===== config.mk =====
export PLATFORM = sky130hd
export DESIGN_NAME = pdp1_cpu_div_ctrl
export DESIGN_NICKNAME = d
export VERILOG_FILES = /design/src/rtl/pdp1_cpu_div_ctrl_pkg.sv /design/src/rtl/pdp1_cpu_div_ctrl_ones_mag.sv /design/src/rtl/pdp1_cpu_div_ctrl.sv
export SDC_FILE = /design/constraint.sdc
export NUM_CORES = 1
export LEC_CHECK = 0
export ABC_AREA = 0
export CAP_MARGIN = 10
export CORE_UTILIZATION = 47
export DETAILED_ROUTE_END_ITERATION = 6
export PLACE_DENSITY = 0.81
export SYNTH_ARGS = -nofsm -noshare
export SYNTH_HDL_FRONTEND = slang
export SYNTH_HIERARCHICAL = 1
export SYNTH_SLANG_ARGS = --single-unit

===== constraint.sdc =====
create_clock -name in_clock -period 3.2 [get_ports in_clock]
set_clock_uncertainty 0.05 [all_clocks]
set_input_delay 0.64 -clock in_clock [delete_from_list [all_inputs] [get_ports in_clock]]
set_output_delay 0.64 -clock in_clock [all_outputs]
set_load 0.005 [all_outputs]

===== src/rtl/pdp1_cpu_div_ctrl_pkg.sv =====
// Shared types, widths and helpers for the PDP-1 DIV sequencer and its
// ones-complement magnitude helper.
package pdp1_cpu_div_ctrl_pkg;

  localparam int WORD_W            = 18;
  localparam int MAG_W             = 17;
  localparam int NUMER_W           = 2 * MAG_W;
  localparam int DIV_LATENCY_DEF   = 8;
  localparam int TIMEOUT_SLACK_DEF = 2;

  typedef logic [WORD_W-1:0] word_t;
  typedef logic [MAG_W-1:0]  mag_t;

  typedef enum logic [1:0] {
    ST_IDLE  = 2'd0,
    ST_ISSUE = 2'd1,
    ST_WAIT  = 2'd2,
    ST_DONE  = 2'd3
  } div_state_e;

  typedef struct packed {
    word_t ac;
    word_t io;
    logic  skip;
    logic  overflow;
    logic  error;
  } div_result_t;

  // Quotient only fits in 17 bits when the high dividend half is below the divisor.
  function automatic logic div_overflow(input mag_t dividend_hi, input mag_t divisor);
    return (dividend_hi >= divisor);
  endfunction

  // Failed DIV: AC/IO come back untouched, no skip.
  function automatic div_result_t fail_result(input word_t ac, input word_t io,
                                              input logic fault);
    div_result_t res;
    res.ac       = ac;
    res.io       = io;
    res.skip     = 1'b0;
    res.overflow = 1'b1;
    res.error    = fault;
    return res;
  endfunction

  function automatic div_result_t ok_result(input word_t ac, input word_t io);
    div_result_t res;
    res.ac       = ac;
    res.io       = io;
    res.skip     = 1'b1;
    res.overflow = 1'b0;
    res.error    = 1'b0;
    return res;
  endfunction

endpackage


===== src/rtl/pdp1_cpu_div_ctrl_ones_mag.sv =====
// Conditional ones-complement inversion: yields the magnitude of a signed word
// (neg = its sign bit) or negates a magnitude (neg = result sign).
module pdp1_cpu_ones_mag
  import pdp1_cpu_div_ctrl_pkg::*;
(
  input  logic [WORD_W-1:0] val,
  input  logic              neg,
  output logic [WORD_W-1:0] res
);

  assign res = neg ? ~val : val;

endmodule


===== src/rtl/pdp1_cpu_div_ctrl.sv =====
// DIV instruction sequencer: conditions ones-complement operands, screens
// divide overflow, drives one divider start, and restores result signs.
module pdp1_cpu_div_ctrl
  import pdp1_cpu_div_ctrl_pkg::*;
#(
  parameter int DIV_LATENCY   = DIV_LATENCY_DEF,
  parameter int TIMEOUT_SLACK = TIMEOUT_SLACK_DEF
) (
  input  logic               in_clock,
  input  logic               in_reset,
  input  logic               i_start,
  input  logic [WORD_W-1:0]  i_ac,
  input  logic [WORD_W-1:0]  i_io,
  input  logic [WORD_W-1:0]  i_mb,
  output logic               o_busy,
  output logic               o_done,
  output logic [WORD_W-1:0]  o_ac,
  output logic [WORD_W-1:0]  o_io,
  output logic               o_skip,
  output logic               o_overflow,
  output logic               o_error,
  output logic               o_div_start,
  output logic [NUMER_W-1:0] o_div_numer,
  output logic [MAG_W-1:0]   o_div_denom,
  input  logic [NUMER_W-1:0] i_div_quotient,
  input  logic [MAG_W-1:0]   i_div_remain,
  input  logic               i_div_valid
);

  localparam int               CNT_W   = $clog2(DIV_LATENCY + TIMEOUT_SLACK + 1);
  localparam logic [CNT_W-1:0] CNT_ONE = CNT_W'(1);
  localparam logic [CNT_W-1:0] CNT_LAT = CNT_W'(DIV_LATENCY);
  localparam logic [CNT_W-1:0] CNT_MAX = CNT_W'(DIV_LATENCY + TIMEOUT_SLACK);

  div_state_e       state_r;
  logic [CNT_W-1:0] cnt_r;
  word_t            ac_r;
  word_t            io_r;
  logic             sd_r;
  logic             qs_r;
  logic             ovf_r;

  word_t acm_s;
  word_t iom_s;
  word_t mbm_s;
  word_t quo_s;
  word_t rem_s;
  logic  ovf_s;
  logic  unused_bits_s;

  // IO shares the dividend sign with AC: the pair is one 36-bit number.
  pdp1_cpu_ones_mag u_ac_mag (.val(i_ac), .neg(i_ac[WORD_W-1]), .res(acm_s));
  pdp1_cpu_ones_mag u_io_mag (.val(i_io), .neg(i_ac[WORD_W-1]), .res(iom_s));
  pdp1_cpu_ones_mag u_mb_mag (.val(i_mb), .neg(i_mb[WORD_W-1]), .res(mbm_s));

  pdp1_cpu_ones_mag u_quo_mag (
    .val({1'b0, i_div_quotient[MAG_W-1:0]}),
    .neg(qs_r),
    .res(quo_s)
  );
  pdp1_cpu_ones_mag u_rem_mag (
    .val({1'b0, i_div_remain}),
    .neg(sd_r),
    .res(rem_s)
  );

  // Both zero encodings of the divisor give magnitude 0 and land here too.
  assign ovf_s = div_overflow(acm_s[MAG_W-1:0], mbm_s[MAG_W-1:0]);

  // Quotient high half is zero whenever the overflow screen passed.
  assign unused_bits_s = ^{i_div_quotient[NUMER_W-1:MAG_W], acm_s[WORD_W-1], mbm_s[WORD_W-1]};

  // Sequencer: accept, issue, wait for divider, publish result.
  always_ff @(posedge in_clock) begin
    if (in_reset) begin
      state_r                                     <= ST_IDLE;
      cnt_r                                       <= '0;
      ac_r                                        <= '0;
      io_r                                        <= '0;
      sd_r                                        <= 1'b0;
      qs_r                                        <= 1'b0;
      ovf_r                                       <= 1'b0;
      o_busy                                      <= 1'b0;
      o_done                                      <= 1'b0;
      {o_ac, o_io, o_skip, o_overflow, o_error}   <= '0;
      o_div_start                                 <= 1'b0;
      o_div_numer                                 <= '0;
      o_div_denom                                 <= '0;
    end else begin
      case (state_r)
        ST_IDLE: begin
          o_done <= 1'b0;
          if (i_start) begin
            ac_r        <= i_ac;
            io_r        <= i_io;
            sd_r        <= i_ac[WORD_W-1];
            qs_r        <= i_ac[WORD_W-1] ^ i_mb[WORD_W-1];
            ovf_r       <= ovf_s;
            o_div_numer <= {acm_s[MAG_W-1:0], iom_s[WORD_W-1:1]};
            o_div_denom <= mbm_s[MAG_W-1:0];
            o_div_start <= ~ovf_s;
            o_busy      <= 1'b1;
            state_r     <= ST_ISSUE;
          end
        end

        ST_ISSUE: begin
          o_div_start <= 1'b0;
          if (ovf_r) begin
            {o_ac, o_io, o_skip, o_overflow, o_error} <= fail_result(ac_r, io_r, 1'b0);
            o_done  <= 1'b1;
            state_r <= ST_DONE;
          end else begin
            cnt_r   <= CNT_ONE;
            state_r <= ST_WAIT;
          end
        end

        // Early valids are leftovers from a request cut short by reset.
        ST_WAIT: begin
          if (i_div_valid && (cnt_r >= CNT_LAT)) begin
            {o_ac, o_io, o_skip, o_overflow, o_error} <= ok_result(quo_s, rem_s);
            o_done  <= 1'b1;
            state_r <= ST_DONE;
          end else if (cnt_r == CNT_MAX) begin
            {o_ac, o_io, o_skip, o_overflow, o_error} <= fail_result(ac_r, io_r, 1'b1);
            o_done  <= 1'b1;
            state_r <= ST_DONE;
          end else begin
            cnt_r <= cnt_r + CNT_ONE;
          end
        end

        ST_DONE: begin
          o_done  <= 1'b0;
          o_busy  <= 1'b0;
          cnt_r   <= '0;
          state_r <= ST_IDLE;
        end

        default: begin
          o_done      <= 1'b0;
          o_busy      <= 1'b0;
          o_div_start <= 1'b0;
          cnt_r       <= '0;
          state_r     <= ST_IDLE;
        end
      endcase
    end
  end

endmodule


**Yosys cells after proc, flatten, opt, wreduce, memory -nomap -nowiden**

Cells that the tools add are included.

- Reduce and logical (&&, ||, !) cells: 14
- Bitwise operators: 7
- $lt $le $gt $ge: 2
- $add $sub $neg: 1
- Mux-type cells: 37
- Equal/unequal tests: 10

Operators by type and width:

| cell | number |
|---|---|
| $mux W18 | 9 |
| $pmux W18 S2 | 2 |
| $not A17 Y18 | 2 |
| $mux W17 | 2 |
| $not A17 Y17 | 2 |
| $not A18 Y18 | 1 |
| $ge A17 B17 Y1 | 1 |
| $mux W4 | 3 |
| $pmux W4 S3 | 1 |
| $mux W1 | 10 |
| $ne A2 B2 Y1 const B | 5 |
| $pmux W1 S2 | 5 |
| $reduce_and A2 Y1 | 5 |
| $pmux W2 S4 | 1 |
| $mux W2 | 3 |
| $reduce_bool A2 Y1 | 3 |
| $add A4 B1 Y4 const B | 1 |
| $eq A2 B2 Y1 const B | 2 |
| $eq A4 B4 Y1 const B | 1 |
| $ge A4 B4 Y1 const B | 1 |
| $reduce_and A4 Y1 | 1 |
| $ne A3 B3 Y1 const B | 1 |
| $pmux W1 S3 | 1 |
| $reduce_and A3 Y1 | 1 |
| other kinds (7) | 7 |

- Bits in registers: 138
- Logic and storage cells: 88
- Output and inout port bits: 93

**Longest topological paths before layout**

- Depth after elaboration: 6
- Depth in mapped cells: 10
- Depth with buffers taken out: 8

**Cells and area by module**

The synthesis kept the hierarchy.

Modules (own cells, without submodules):

| module | area each (µm²) | times used | seq. area each (µm²) | cells each |
|---|---|---|---|---|
| pdp1_cpu_div_ctrl | 5444.0 | 1 | 2742.6 | 650 |
| pdp1_cpu_ones_mag | 188.9 | 5 | 0.0 | 20 |

**Least setup slack after synthesis**

No wires, ideal clock.

- Path type: in2reg
- Start point: in i_mb[17]
- End point: reg ovf_r
- Buffers on the path: 2
- Setup time: 0.058 ns
- Path slack: 0.692 ns
- Data arrival time: 2.400 ns
- Stages on the path: 9
- Cells stage by stage: buf_6 -> buf_12 -> xor2_1 -> inv_1 -> ha_1 -> nand4_1 -> or4_1 -> o211ai_1 -> o211a_1

- Longest elaborated chain between the ends: 2

Ends and longest elaborated chain:

| what | RTL line | text |
|---|---|---|
| from (decl) | pdp1_cpu_div_ctrl.sv:14 | `input logic [WORD_W-1:0] i_mb,` |
| $mux W17 | pdp1_cpu_div_ctrl_ones_mag.sv:11 | `assign res = neg ? ~val : val;` |
| via mbm_s[14] | pdp1_cpu_div_ctrl.sv:45 | `word_t mbm_s;` |
| $ge A17 B17 Y1 | pdp1_cpu_div_ctrl_pkg.sv:31 | `return (dividend_hi >= divisor);` |
| to (signal assigned) | pdp1_cpu_div_ctrl.sv:98 | `ovf_r <= ovf_s;` |
| to (decl) | pdp1_cpu_div_ctrl.sv:41 | `logic ovf_r;` |

The timed path passes the listed nets, and every way through them passes these cells.
A chain may end at the register's enable or synchronous reset.

**Final worst setup path**

- Start point: in i_mb[17]
- End point: reg o_div_start

- Longest elaborated chain between the ends: 5

Ends and longest elaborated chain:

| what | RTL line | text |
|---|---|---|
| $mux W17 | pdp1_cpu_div_ctrl_ones_mag.sv:11 |  |
| via mbm_s[14] | pdp1_cpu_div_ctrl.sv:45 |  |
| $ge A17 B17 Y1 | pdp1_cpu_div_ctrl_pkg.sv:31 |  |
| $not A1 Y1 | pdp1_cpu_div_ctrl.sv:101 | `o_div_start <= ~ovf_s;` |
| $mux W1 | pdp1_cpu_div_ctrl.sv:93 | `if (i_start) begin` |
| $pmux W1 S2 | pdp1_cpu_div_ctrl.sv:90 | `case (state_r)` |
| to (signal assigned) | pdp1_cpu_div_ctrl.sv:101 |  |
| to (decl) | pdp1_cpu_div_ctrl.sv:22 | `output logic o_div_start,` |

The timed path passes the listed nets, and every way through them passes these cells. The select of a mux whose other input is x is not followed.

==> results.tsv <==
metric	value	unit
Mapped Cells	747	
Max Root-Sink Buffers	2	
CP required	3.47	ns
metal3 WL	1120	microns
Syn Area/Cell	8.52	sq um
Routed wire per std cell	15.9	microns
Die Y	118	microns
number of global-route vias before repair	5339	
overflow left after global routing	0	
hold buffers post-CTS	0	
Die W	118	microns
H-tree depth	4	
Buffers on Ports	184	
Final Slew Violations	0	
met2 WL post-DR	7720	microns
Setup Buffers After CTS	0	
initial antenna violation count	0	
layout filler cell count	1130	
HP Class	reg -> reg	
antenna cells	0	
pwr dens	733	mW/mm^2
setup TNS	0	ns
M1 WL	8050	microns
clk slew on worst S/H paths	0.05	ns
Layout Nets	1042	
root buffer cell	clkbuf_16	
violation count after the first detailed-route iteration	600	
Slew Limit Headroom	25.2	%
I/O Pins	202	
CP Class	in -> reg	
hold_sp	o_div_denom[15]	
CTS tree	done	
status	finished with violations	
GPL Wtd Cong	0.832	
crit end category	flip-flop	
top routing layer used	met4	
R2R depth	7	
Final period util	90.6	%
number of buffers and inverters on the critical path	3	
starting density of the core	48.0	%
Synth-to-Final Area Change	36.7	%
leak pwr	0.00349	uW
share of layout cells above drive strength 1	5.22	%
Mapped Area	0.00636	sq mm
crit path DAT	3.17	ns
worst r2r dst	o_io[17]	
CORE AREA	0.0132	sq mm
Crit Reg-Reg Startpoint	state_r[0]	
setup ws final	0.302	ns
Skew-Pair Late Insertion Delay	0.41	ns
# clock sinks	137	
hpwl dp	11900	microns
startpoint types	input pin	
Tmin final	2.90	ns
Top Family by Delay on Critical Path	compound AO/OA/AOI/OAI gates	
FMAX	0.345	GHz
Largest stage delay, worst path	0.50	ns
hold path depth	2	
die area	0.0140	sq mm
Fin. Hold Viols	0	
DRT antenna net count	0	
Slowest-stage cell, CP	clkdlybuf4s50_1	
post-place setup slack	-0.0428	ns
r2r setup slk	1.12	ns
drt first pass iters	7	
Site Rows	42	
most frequent cells in the layout	nand2_1, clkdlybuf4s50_1, dfxtp_1	
CTS buffer count	17	
first-pass GRT wire length	27800	microns
Yosys Warn Count	6	
post_cts resized	0	
total track usage	25.3	%
routed wire length	17400	microns
most common cell after layout, fill and taps aside	nand2_1	
MaxCap Viol Count	0	
largest net degree at the start of global routing	91	
measured slew at the worst slew-check pin	1.12	ns
CP Max Fanout	18	
final setup violating endpoints	0	
failing checks	design-rule violations	
vias per cell	5.19	
Max VDD drop	0.394	mV
worst hold endpoint	o_div_denom[15]	
multi-input logic area	0.00316	sq mm
Seq. cell area	0.00274	sq mm
routed vias	5683	
Remaining DRCs	1	
crit-path cells	clkdlybuf4s50_1, buf_12, xor2_1, inv_1, ha_1, a211oi_1, nor2_1, a2111oi_0, o211ai_1, o31ai_1	
RSZ-0062 raised after global routing	false	
-- metal layers --
metal,track usage (%),vias to the layer above
li1,-,2832
met1,34.1,2621
met2,38.1,198
met3,6.32,32
met4,10.8,0
met5,0,-
-- where the power goes --
part | leakage [uW] | switching, uW | internal, uW
sequential | 0.00112 | 241 | 2040
combinational | 0.00213 | 1360 | 1080
clock | 0.000243 | 672 | 988
-- how the worst max path moves through the flow --
stage                         from           to  depth (start not counted)
after global placement    i_mb[17]        ovf_r                          9
after floorplan           i_mb[17]        ovf_r                          9
final                     i_mb[17]  o_div_start                         10
after detailed placement  i_mb[17]  o_div_start                         10
after global routing      i_mb[17]  o_div_start                         10
after CTS                 i_mb[17]  o_div_start                         10
-- area by class of cell --
type	instances	share of cell area (%)
multi-input cells	530	36.4
flip-flops and latches	137	31.5
repair buffers	198	22.9
clock buffers	24	5.31
well taps	176	2.53
inverters	25	1.08
clock inverters	5	0.288
-- metrics by stage --
stage | power [uW] | util (%) | instance area, sq um | hold slack [ns] | instances
floorplan | 3720 | - | 6370 | 0.386 | 748
global route | 6770 | 65.7 | 8690 | 0.416 | 1095
global placement | 4680 | 62.0 | 8210 | 0.391 | 1066
CTS | 6390 | 65.7 | 8690 | 0.403 | 1095
detailed placement | 4720 | 62.0 | 8210 | 0.396 | 1066
finish | 6370 | 65.7 | 8690 | 0.401 | 1095
-- state kept, by name (all words and copies together), names as in the netlist --
| signal | flops |
|---|---|
| qs_r | 1 |
| ovf_r | 1 |
| state_r | 2 |
| o_div_denom | 17 |
| o_skip | 1 |
| o_busy | 1 |
| o_error | 1 |
| o_div_numer | 34 |
| o_div_start | 1 |
| o_io | 18 |
| cnt_r | 4 |
| o_done | 1 |
| io_r | 18 |
| o_ac | 18 |
| o_overflow | 1 |
| ac_r | 18 |
-- tightest hold or removal path, cell delays in order, from the launching register on --
cell and delay (ns):
dfxtp_1 0.30, nand2_1 0.05, a21oi_1 0.05
(Power assumes the default switching activity.)
